`config.mk`:
```
export PLATFORM = sky130hd
export DESIGN_NAME = id_stage
export DESIGN_NICKNAME = d
export VERILOG_FILES = /design/src/rtl/mips_defs_pkg.sv /design/src/rtl/reg_file.sv /design/src/rtl/id_stage.sv
export SDC_FILE = /design/constraint.sdc
export NUM_CORES = 2
export LEC_CHECK = 0
export CAP_MARGIN = 30
export CORE_ASPECT_RATIO = 1.75
export CORE_MARGIN = 2
export CORE_UTILIZATION = 50
export CTS_CLUSTER_SIZE = 20
export DETAILED_ROUTE_END_ITERATION = 7
export DONT_BUFFER_PORTS = 1
export PLACE_DENSITY = 0.66
export SETUP_SLACK_MARGIN = 0.02
export SYNTH_ARGS = -nofsm -noshare
export SYNTH_HDL_FRONTEND = slang
export SYNTH_SLANG_ARGS = --single-unit
```
`constraint.sdc`:
```
create_clock -name clk -period 5.7 [get_ports clk]
set_input_delay 1.14 -clock clk [delete_from_list [all_inputs] [get_ports clk]]
set_output_delay 1.14 -clock clk [all_outputs]
set_load 0.01 [all_outputs]
```
`src/rtl/mips_defs_pkg.sv`:
```
// rtl/mips_defs_pkg.sv - shared opcode, funct and ALU encodings for the decode stage
package mips_defs;

  localparam int XLEN  = 32;
  localparam int NREGS = 32;

  // IF/ID contents after reset or squash; this word decodes as a side-effect-free NOP
  localparam logic [31:0] NOP_INSTR = 32'h0000_0000;

  localparam logic [5:0] OP_RTYPE = 6'h00;
  localparam logic [5:0] OP_J     = 6'h02;
  localparam logic [5:0] OP_BEQ   = 6'h04;
  localparam logic [5:0] OP_BNE   = 6'h05;
  localparam logic [5:0] OP_ADDI  = 6'h08;
  localparam logic [5:0] OP_LW    = 6'h23;
  localparam logic [5:0] OP_SW    = 6'h2B;

  localparam logic [5:0] FN_ADD = 6'h20;
  localparam logic [5:0] FN_SUB = 6'h22;
  localparam logic [5:0] FN_AND = 6'h24;
  localparam logic [5:0] FN_OR  = 6'h25;
  localparam logic [5:0] FN_SLT = 6'h2A;

  typedef enum logic [2:0] {
    ALU_ADD = 3'd0,
    ALU_SUB = 3'd1,
    ALU_AND = 3'd2,
    ALU_OR  = 3'd3,
    ALU_SLT = 3'd4
  } alu_op_t;

endpackage

```
`src/rtl/reg_file.sv`:
```
// rtl/reg_file.sv - 2-read 1-write register file with r0 hardwired and write bypass
module reg_file #(
  parameter int XLEN  = 32,
  parameter int NREGS = 32
) (
  input  logic                     clk,
  input  logic                     rst_n,
  input  logic [$clog2(NREGS)-1:0] ra_addr,
  input  logic [$clog2(NREGS)-1:0] rb_addr,
  output logic [XLEN-1:0]          ra_data,
  output logic [XLEN-1:0]          rb_data,
  input  logic                     wb_en,
  input  logic [$clog2(NREGS)-1:0] wb_addr,
  input  logic [XLEN-1:0]          wb_data
);

  logic [XLEN-1:0] regs [NREGS];

  // Storage: cleared on reset, writes to r0 are dropped
  always_ff @(posedge clk or negedge rst_n) begin
    if (!rst_n) begin
      for (int i = 0; i < NREGS; i++) regs[i] <= '0;
    end else if (wb_en && (wb_addr != '0)) begin
      regs[wb_addr] <= wb_data;
    end
  end

  // Read ports: r0 is always zero, a same-cycle write to the read index is forwarded
  always_comb begin
    ra_data = '0;
    rb_data = '0;
    if (ra_addr != '0) ra_data = (wb_en && (wb_addr == ra_addr)) ? wb_data : regs[ra_addr];
    if (rb_addr != '0) rb_data = (wb_en && (wb_addr == rb_addr)) ? wb_data : regs[rb_addr];
  end

endmodule

```
`src/rtl/id_stage.sv`:
```
// rtl/id_stage.sv - IF/ID register, register file, main decoder and branch resolution
module id_stage
  import mips_defs::*;
#(
  parameter int          XLEN      = mips_defs::XLEN,
  parameter int          NREGS     = mips_defs::NREGS,
  parameter logic [31:0] NOP_WORD  = mips_defs::NOP_INSTR
) (
  input  logic                     clk,
  input  logic                     rst_n,
  input  logic [31:0]              if_instr,
  input  logic                     if_valid,
  input  logic                     stall,
  input  logic                     flush,
  input  logic                     wb_en,
  input  logic [$clog2(NREGS)-1:0] wb_addr,
  input  logic [XLEN-1:0]          wb_data,
  output logic                     id_valid,
  output logic [XLEN-1:0]          rs_data,
  output logic [XLEN-1:0]          rt_data,
  output logic [XLEN-1:0]          imm_ext,
  output logic [$clog2(NREGS)-1:0] dst_reg,
  output logic                     reg_write,
  output logic                     mem_read,
  output logic                     mem_write,
  output logic                     mem_to_reg,
  output logic                     alu_src,
  output logic [2:0]               alu_op,
  output logic                     illegal,
  output logic                     is_branch,
  output logic                     is_jump,
  output logic [15:0]              imm16,
  output logic [25:0]              addr26
);

  logic [31:0] instr_q;
  logic        valid_q;
  logic        redirect;

  logic        dec_rw, dec_mr, dec_mw, dec_m2r, dec_as, dec_ill;
  logic        dec_beq, dec_bne, dec_j;
  alu_op_t     dec_alu;
  logic [$clog2(NREGS)-1:0] dec_dst;

  // IF/ID register: flush beats stall, stall beats the redirect squash, else load
  always_ff @(posedge clk or negedge rst_n) begin
    if (!rst_n) begin
      instr_q <= NOP_WORD;
      valid_q <= 1'b0;
    end else if (flush) begin
      instr_q <= NOP_WORD;
      valid_q <= 1'b0;
    end else if (!stall) begin
      if (redirect) begin
        valid_q <= 1'b0;
      end else begin
        instr_q <= if_instr;
        valid_q <= if_valid;
      end
    end
  end

  reg_file #(.XLEN(XLEN), .NREGS(NREGS)) u_reg_file (
    .clk     (clk),
    .rst_n   (rst_n),
    .ra_addr (instr_q[25:21]),
    .rb_addr (instr_q[20:16]),
    .ra_data (rs_data),
    .rb_data (rt_data),
    .wb_en   (wb_en),
    .wb_addr (wb_addr),
    .wb_data (wb_data)
  );

  // Main decoder: NOP word has no effect, unknown encodings raise illegal with no control
  always_comb begin
    dec_rw  = 1'b0;
    dec_mr  = 1'b0;
    dec_mw  = 1'b0;
    dec_m2r = 1'b0;
    dec_as  = 1'b0;
    dec_ill = 1'b0;
    dec_beq = 1'b0;
    dec_bne = 1'b0;
    dec_j   = 1'b0;
    dec_alu = ALU_ADD;
    dec_dst = '0;
    if (instr_q != NOP_WORD) begin
      case (instr_q[31:26])
        OP_RTYPE: begin
          dec_rw  = 1'b1;
          dec_dst = instr_q[15:11];
          case (instr_q[5:0])
            FN_ADD:  dec_alu = ALU_ADD;
            FN_SUB:  dec_alu = ALU_SUB;
            FN_AND:  dec_alu = ALU_AND;
            FN_OR:   dec_alu = ALU_OR;
            FN_SLT:  dec_alu = ALU_SLT;
            default: begin
              dec_ill = 1'b1;
              dec_rw  = 1'b0;
              dec_dst = '0;
            end
          endcase
        end
        OP_ADDI: begin
          dec_rw  = 1'b1;
          dec_as  = 1'b1;
          dec_dst = instr_q[20:16];
        end
        OP_LW: begin
          dec_rw  = 1'b1;
          dec_mr  = 1'b1;
          dec_m2r = 1'b1;
          dec_as  = 1'b1;
          dec_dst = instr_q[20:16];
        end
        OP_SW: begin
          dec_mw = 1'b1;
          dec_as = 1'b1;
        end
        OP_BEQ: begin
          dec_beq = 1'b1;
          dec_alu = ALU_SUB;
        end
        OP_BNE: begin
          dec_bne = 1'b1;
          dec_alu = ALU_SUB;
        end
        OP_J:    dec_j   = 1'b1;
        default: dec_ill = 1'b1;
      endcase
    end
  end

  // Output gating and branch resolution on the bypassed operands; stall holds off redirects
  always_comb begin
    id_valid   = valid_q;
    reg_write  = valid_q & dec_rw;
    mem_read   = valid_q & dec_mr;
    mem_write  = valid_q & dec_mw;
    mem_to_reg = valid_q & dec_m2r;
    illegal    = valid_q & dec_ill;
    alu_src    = dec_as;
    alu_op     = dec_alu;
    dst_reg    = dec_dst;
    is_branch  = valid_q & ~stall &
                 ((dec_beq & (rs_data == rt_data)) | (dec_bne & (rs_data != rt_data)));
    is_jump    = valid_q & ~stall & dec_j;
    redirect   = is_branch | is_jump;
    imm_ext    = {{(XLEN-16){instr_q[15]}}, instr_q[15:0]};
    imm16      = instr_q[15:0];
    addr26     = instr_q[25:0];
  end

endmodule

```
# After elaboration in Yosys (flattened, before gate mapping)
# Cells that the tools add are included.
totals:
  word_cells: 128
  input_bits: 75
  output_inout_bits: 155
  register_bits: 1057
classes:
  n_eq_ne: 17
  n_mux: 43
  n_bitwise: 15
  reduce_logical: 15
  magnitude_cmp: 4
op_table:
  columns: ["op", "n"]
  rows:
  - ["bitwise mux 1024 bit", 1]
  - ["2-to-1 mux 32 bit", 12]
  - ["binary-select mux 32 bit (select 5 bit)", 2]
  - ["demux 32 bit (select 5 bit)", 1]
  - ["== test 6 bit (second input constant)", 7]
  - ["== test 32 bit", 1]
  - ["inequality test 32 bit", 1]
  - ["nonzero test 32 bit", 1]
  - ["2-to-1 mux 1 bit", 19]
  - [">= comparator 6 bit (second input constant)", 3]
  - ["inverter 5 -> 6 bit", 3]
  - ["nonzero test 5 bit", 3]
  - ["== test 6 x 3 -> 1 bit (second input constant)", 2]
  - ["case mux 3 bit (4 select lines)", 1]
  - ["== test 5 bit", 2]
  - ["2-to-1 mux 5 bit", 2]
  - ["case mux 5 bit (2 select lines)", 1]
  - ["AND 1 bit", 9]
  - ["== test 6 x 2 -> 1 bit (second input constant)", 1]
  - ["== test 6 x 4 -> 1 bit (second input constant)", 1]
  - ["zero test 6 bit", 1]
  - ["< comparator 6 x 1 -> 1 bit (second input constant)", 1]
  - ["case mux 3 bit (2 select lines)", 1]
  - ["OR reduction 6 bit", 1]
  - ["other kinds (11)", 17]

# Depth between registers and ports, before layout
depth:
  depth_word: 14
  mapped_depth: 21
  ltp_nobuf: 12

# Cells and area by module
# A second synthesis with hierarchy kept.
unflattened:
  hier_cells: 4083
  area_unflattened_um2: 57600.2
by_module_without_submodules:
  columns: ["module", "instances", "cells_each", "area_each_um2", "seq_area_each_um2"]
  rows:
  - ["reg_file", 1, 3759, 54662.4, 25624.6]
  - ["id_stage", 1, 324, 2937.8, 825.8]

# Least setup slack after synthesis
# Ideal clock, no wire load.
synth_path:
  path_kind: "input to output"
  start: "input wb_addr[4]"
  end: "output is_branch"
  n_path_buf: 3
  required_time_ns: 4.560
  path_stages: 15
  t_arrival_ns: 4.136
  slack_ns: 0.424
  path_cell_list: "clkbuf_1 -> xnor2_1 -> nand4_1 -> or2_1 -> clkbuf_1 -> clkbuf_1 -> o21ai_0 -> nor3_1 -> xnor2_1 -> o211ai_1 -> a2111o_1 -> nor4_4 -> nand2_1 -> xor2_1 -> nor2_1"
synth_via:
  elab_chain_len: 8
  word_cells_on_any_way: 14
  cone_classes: "eq/ne (4); mux (4); bitwise (4); reduce/logical (2)"
synth_rtl:
  columns: ["item", "line_no", "source"]
  rows:
  - ["start: declaration", "id_stage.sv:16", "input logic [$clog2(NREGS)-1:0] wb_addr,"]
  - ["== test 5 bit (*)", "reg_file.sv:32", "if (ra_addr != '0) ra_data = (wb_en && (wb_addr == ra_addr)) ? wb_data : regs[ra_addr];"]
  - ["logical AND 1 bit (*)", "reg_file.sv:32", null]
  - ["2-to-1 mux 32 bit (*) (2 in a row)", "reg_file.sv:32", null]
  - ["net rs_data[30]", "id_stage.sv:19", "output logic [XLEN-1:0] rs_data,"]
  - ["== test 32 bit or inequality test 32 bit (tied branches)", "id_stage.sv:148", "((dec_beq & (rs_data == rt_data)) | (dec_bne & (rs_data != rt_data)));"]
  - ["AND 1 bit", "id_stage.sv:148", null]
  - ["OR 1 bit (*)", "id_stage.sv:148", null]
  - ["AND 1 bit (*)", "id_stage.sv:147", "is_branch = valid_q & ~stall &"]
  - ["end: declaration", "id_stage.sv:30", "output logic is_branch,"]
# The timed path passes the listed nets; every way through them passes the cells marked *.

# Worst setup path in the final report
layout_path:
  start: "register instr_q[21]"
  end: "output is_branch"
layout_via:
  elab_chain_len: 10
  word_cells_on_any_way: 18
  cone_classes: "eq/ne (3); mux (7); bitwise (5); reduce/logical (3)"
layout_rtl:
  columns: ["item", "line_no", "source"]
  rows:
  - ["start: declaration", "id_stage.sv:36", "logic [31:0] instr_q;"]
  - ["start signal: assignment", "id_stage.sv:57", "instr_q <= if_instr;"]
  - ["inverter 5 -> 6 bit (implied by the code)", "reg_file.sv:32", null]
  - ["binary-select mux 32 bit (select 5 bit)", "reg_file.sv:32", null]
  - ["2-to-1 mux 32 bit (implied by the code) (2 in a row)", "reg_file.sv:32", null]
  - ["2-to-1 mux 32 bit (2 in a row)", "reg_file.sv:32", null]
  - ["== test 32 bit or inequality test 32 bit (tied branches)", "id_stage.sv:148", null]
  - ["AND 1 bit", "id_stage.sv:148", null]
  - ["OR 1 bit (*)", "id_stage.sv:148", null]
  - ["AND 1 bit (*)", "id_stage.sv:147", null]
# Every way passes the cells marked *; elsewhere a longest branch is shown, timed or not. The select of a mux whose other input is x is not followed.

==> reports/metrics.cfg <==
[outcome]
status = finished, violations left
violations = negative setup slack

[floorplanning]
rows = 165
die_area_sq_um = 119000
ios = 230
start_util = 0.504
die_h_microns = 455
core_area_sq_um = 115000
die_w_microns = 262

[final_layout]
syn2layout_area_growth_pct = 14.3
finish.net_count = 4253
design_area_sq_um = 66400
multi_input_area_sq_um = 29500
nFillCells = 8952
drive_gt1_frac = 0.501
ff_latch_area_sq_um = 26500

[global_route]
antenna_found_initial = 6
grtUsageTotal = 0.382
grt_overflow_total = 0
grt_first_pass_wirelength_mm = 318
grt_pass1_vias = 42300
grt_max_degree = 173

[yosys]
synth_cell_type_count = 84
syn_inst = 4173
synth_area_sq_um = 58100
ys.flop_type = dfrtp_1
ys_seq_area_frac = 0.455
ys_ff_latch = 1057
synth_nets = 4248
synth-warning-count = 0
synth_enable_flop_cells = 0
avgSynthCellArea_sq_um = 13.9
ys_async_sr_fraction = 1.00

[setup_path]
slowest_stage = mux4_2
path_class = reg2out
r2r-start = instr_q[20]
cp.arrival_ps = 4830
worst_path_most_repeated_cell = buf_4
endpoint_kind = primary output
cp_data_required_time_ps = 4560
r2r_slack_ps = 920
cp_slowest_stage_delay_ps = 610
worst_setup_path_start_kind = flop
crit_fanout = 9
crit_chain = buf_12 -> buf_4 -> buf_4 -> buf_4 -> mux4_2 -> nand2_1 -> and4_1 -> a211oi_1 -> a31o_2 -> xor2_1 -> nor4_2 -> nand4_1 -> nor4_4 -> buf_4 -> nand2_2 -> xor2_1 -> nor2_2
r2r_end = instr_q[16]
rr_worst_depth = 17

[timing]
skew_ps = 61.1
rsz0062_at_grt = yes
setup_viol = 1
setup_slack_ps = -268
worstMarginPinSlew_ps = 1120
period_minus_slack_ps = 5970
clock.fmax_mhz = 168
hold_viol = 0
period_share = 1.05
relSlewSlack = 0.255
maxSlewViolCount = 0

[power_and_ir_drop]
leakage_nw = 28.2
cellPowerDensity_nw_per_um2 = 395
irDropWorstVdd_v = 0.000240
finalPower_mw = 26.2

[drt]
top_layer = met5
routed_wirelength_mm = 226
wl_per_cell_microns = 39.2
via_per_inst = 7.22
wl_met1_mm = 75.2
ant_nets = 0
vias = 41700
met2WireLength_mm = 103
drtIter0Drc = 4512
met3_length_mm = 26.1
dr.pass1.iters = 8
drc_errors = 0

[min_path]
hold_class = in2async

[clock_tree]
cts_tree = built
ctsRootBufferMaster = clkbuf_16
cts_buffer_depth = 3
cts.clk_slew.worst_paths_ps = 60
cts-hold-fix-buffers = 0
cts.sinks = 1057
htreeDepth = 3
insertion_delay_ps = 770
numCtsBuffers = 100

[placed_design]
place_hpwl_mm = 142
port_buffers = 0
gp_congestion = 0.971
placedInstanceArea_sq_um = 60600
post-place-ws_ps = -68.4

[run]
max_cap_violations = 0

## repair_timing
action | CTS | global route
hold endpoints to repair | 0 | 0
buffers inserted | 65 | 27
pin swaps | 35 | 14
setup endpoints to repair | 1 | 2
resized for setup | 126 | 28
cloned | 15 | 2
## worst max-delay path, delay by kind of cell (launching register included)
| family | cells | cell delay, ps |
|---|---|---|
| XOR/XNOR | 2 | 410 |
| AO/OA/AOI/OAI | 2 | 360 |
| flip-flops | 1 | 560 |
| AND/OR/NAND/NOR | 7 | 1270 |
| multiplexers | 1 | 610 |
| buffers and inverters | 5 | 860 |
## flip-flops by register name, indices dropped and copies added (netlist names)
| name | flops |
|---|---|
| u_reg_file.regs | 1024 |
| instr_q | 32 |
| id_valid | 1 |
## synthesized netlist by cell type (16+ instances only)
library cell | instances | area (sq um)
a2111oi_0 | 16 | 140
nor2b_1 | 19 | 119
nand3_1 | 35 | 175
o22ai_1 | 71 | 444
dfrtp_1 | 1057 | 26500
a22o_1 | 66 | 578
buf_2 | 60 | 300
inv_1 | 18 | 67.6
mux4_2 | 414 | 9320
mux2i_1 | 254 | 2540
mux2_2 | 981 | 11000
nand2_1 | 102 | 383
buf_1 | 23 | 86.3
o21ai_0 | 66 | 330
xor2_1 | 16 | 140
a21oi_1 | 71 | 355
xnor2_1 | 19 | 166
o221ai_1 | 49 | 429
nor2_1 | 79 | 297
buf_4 | 103 | 773
buf_6 | 29 | 327
nor3_1 | 35 | 175
and2_1 | 21 | 131
clkbuf_1 | 299 | 1120
a22oi_1 | 50 | 375
## power breakdown
group	switching, mW	internal [mW]
Combinational	4.18	4.20
Sequential	1.22	8.92
Clock	3.18	4.52
## logic make-up (layout without fill, tap and decap cells)
family	after synthesis	after routing	synth area share
mux	1652	1652	0.395
flops	1057	1057	0.455
buf+inv	545	635	0.0494
compound gates	489	489	0.0604
simple gates	395	395	0.0349
xor+xnor	35	35	0.00527
other cells	0	7	0
## worst max-delay path by stage
stage | cells past startpoint | from | slack, ps | to
2_1_floorplan | 15 | wb_addr[4] | 420 | is_branch
3_3_place_gp | 13 | wb_addr[2] | -10 | is_branch
3_5_place_dp | 13 | wb_addr[2] | -70 | is_branch
4_1_cts | 16 | instr_q[16] | -100 | is_branch
5_1_grt | 15 | instr_q[16] | -330 | is_branch
6_report | 17 | instr_q[21] | -270 | is_branch
## layout make-up
cell class | instances | area share
multi-input cells | 2571 | 0.444
repair buffers | 429 | 0.0718
clock buffers | 140 | 0.0427
well taps | 1503 | 0.0283
clock inverters | 47 | 0.0131
inverters | 19 | 0.00115
diodes | 7 | 0.000264
flip-flops and latches | 1057 | 0.399
## routing by layer
metal	vias up	GRT usage
met5	-	0
met4	6	0.313
met3	914	0.132
met2	2842	0.576
met1	22000	0.439
li1	15900	-
## metrics by stage
stage                     utilization  hold WS, ps  std cells  setup TNS [ps]
after global placement          0.524          377       5457           -13.9
after CTS                       0.572          398       5735            -104
final                           0.576          383       5773            -268
after global routing            0.576          408       5767            -333
after detailed placement        0.525          383       5468           -68.4
after floorplan                     -          441       4173               0
## cells in the final DEF (no fill, tap or decap), types with 13 or more instances in the layout
cell       instances
a22o_1            65
clkbuf_8          14
o221ai_1          46
nand3_1           33
nand2_2           13
buf_6             14
mux2i_1          247
dfrtp_1         1047
buf_16            18
xnor2_1           15
clkbuf_1          24
a21oi_1           66
mux2_2           981
nor3_1            32
mux4_2           414
nand2_1           88
o21ai_0           63
and2_1            18
nor2b_1           13
clkbuf_16        104
inv_1             16
o22ai_1           69
buf_12            66
bufinv_16         23
a22oi_1           45
nor2_1            57
clkinv_2          17
buf_4            313
o211ai_1          13
nor2_4            16
(Power assumes the default switching activity.)
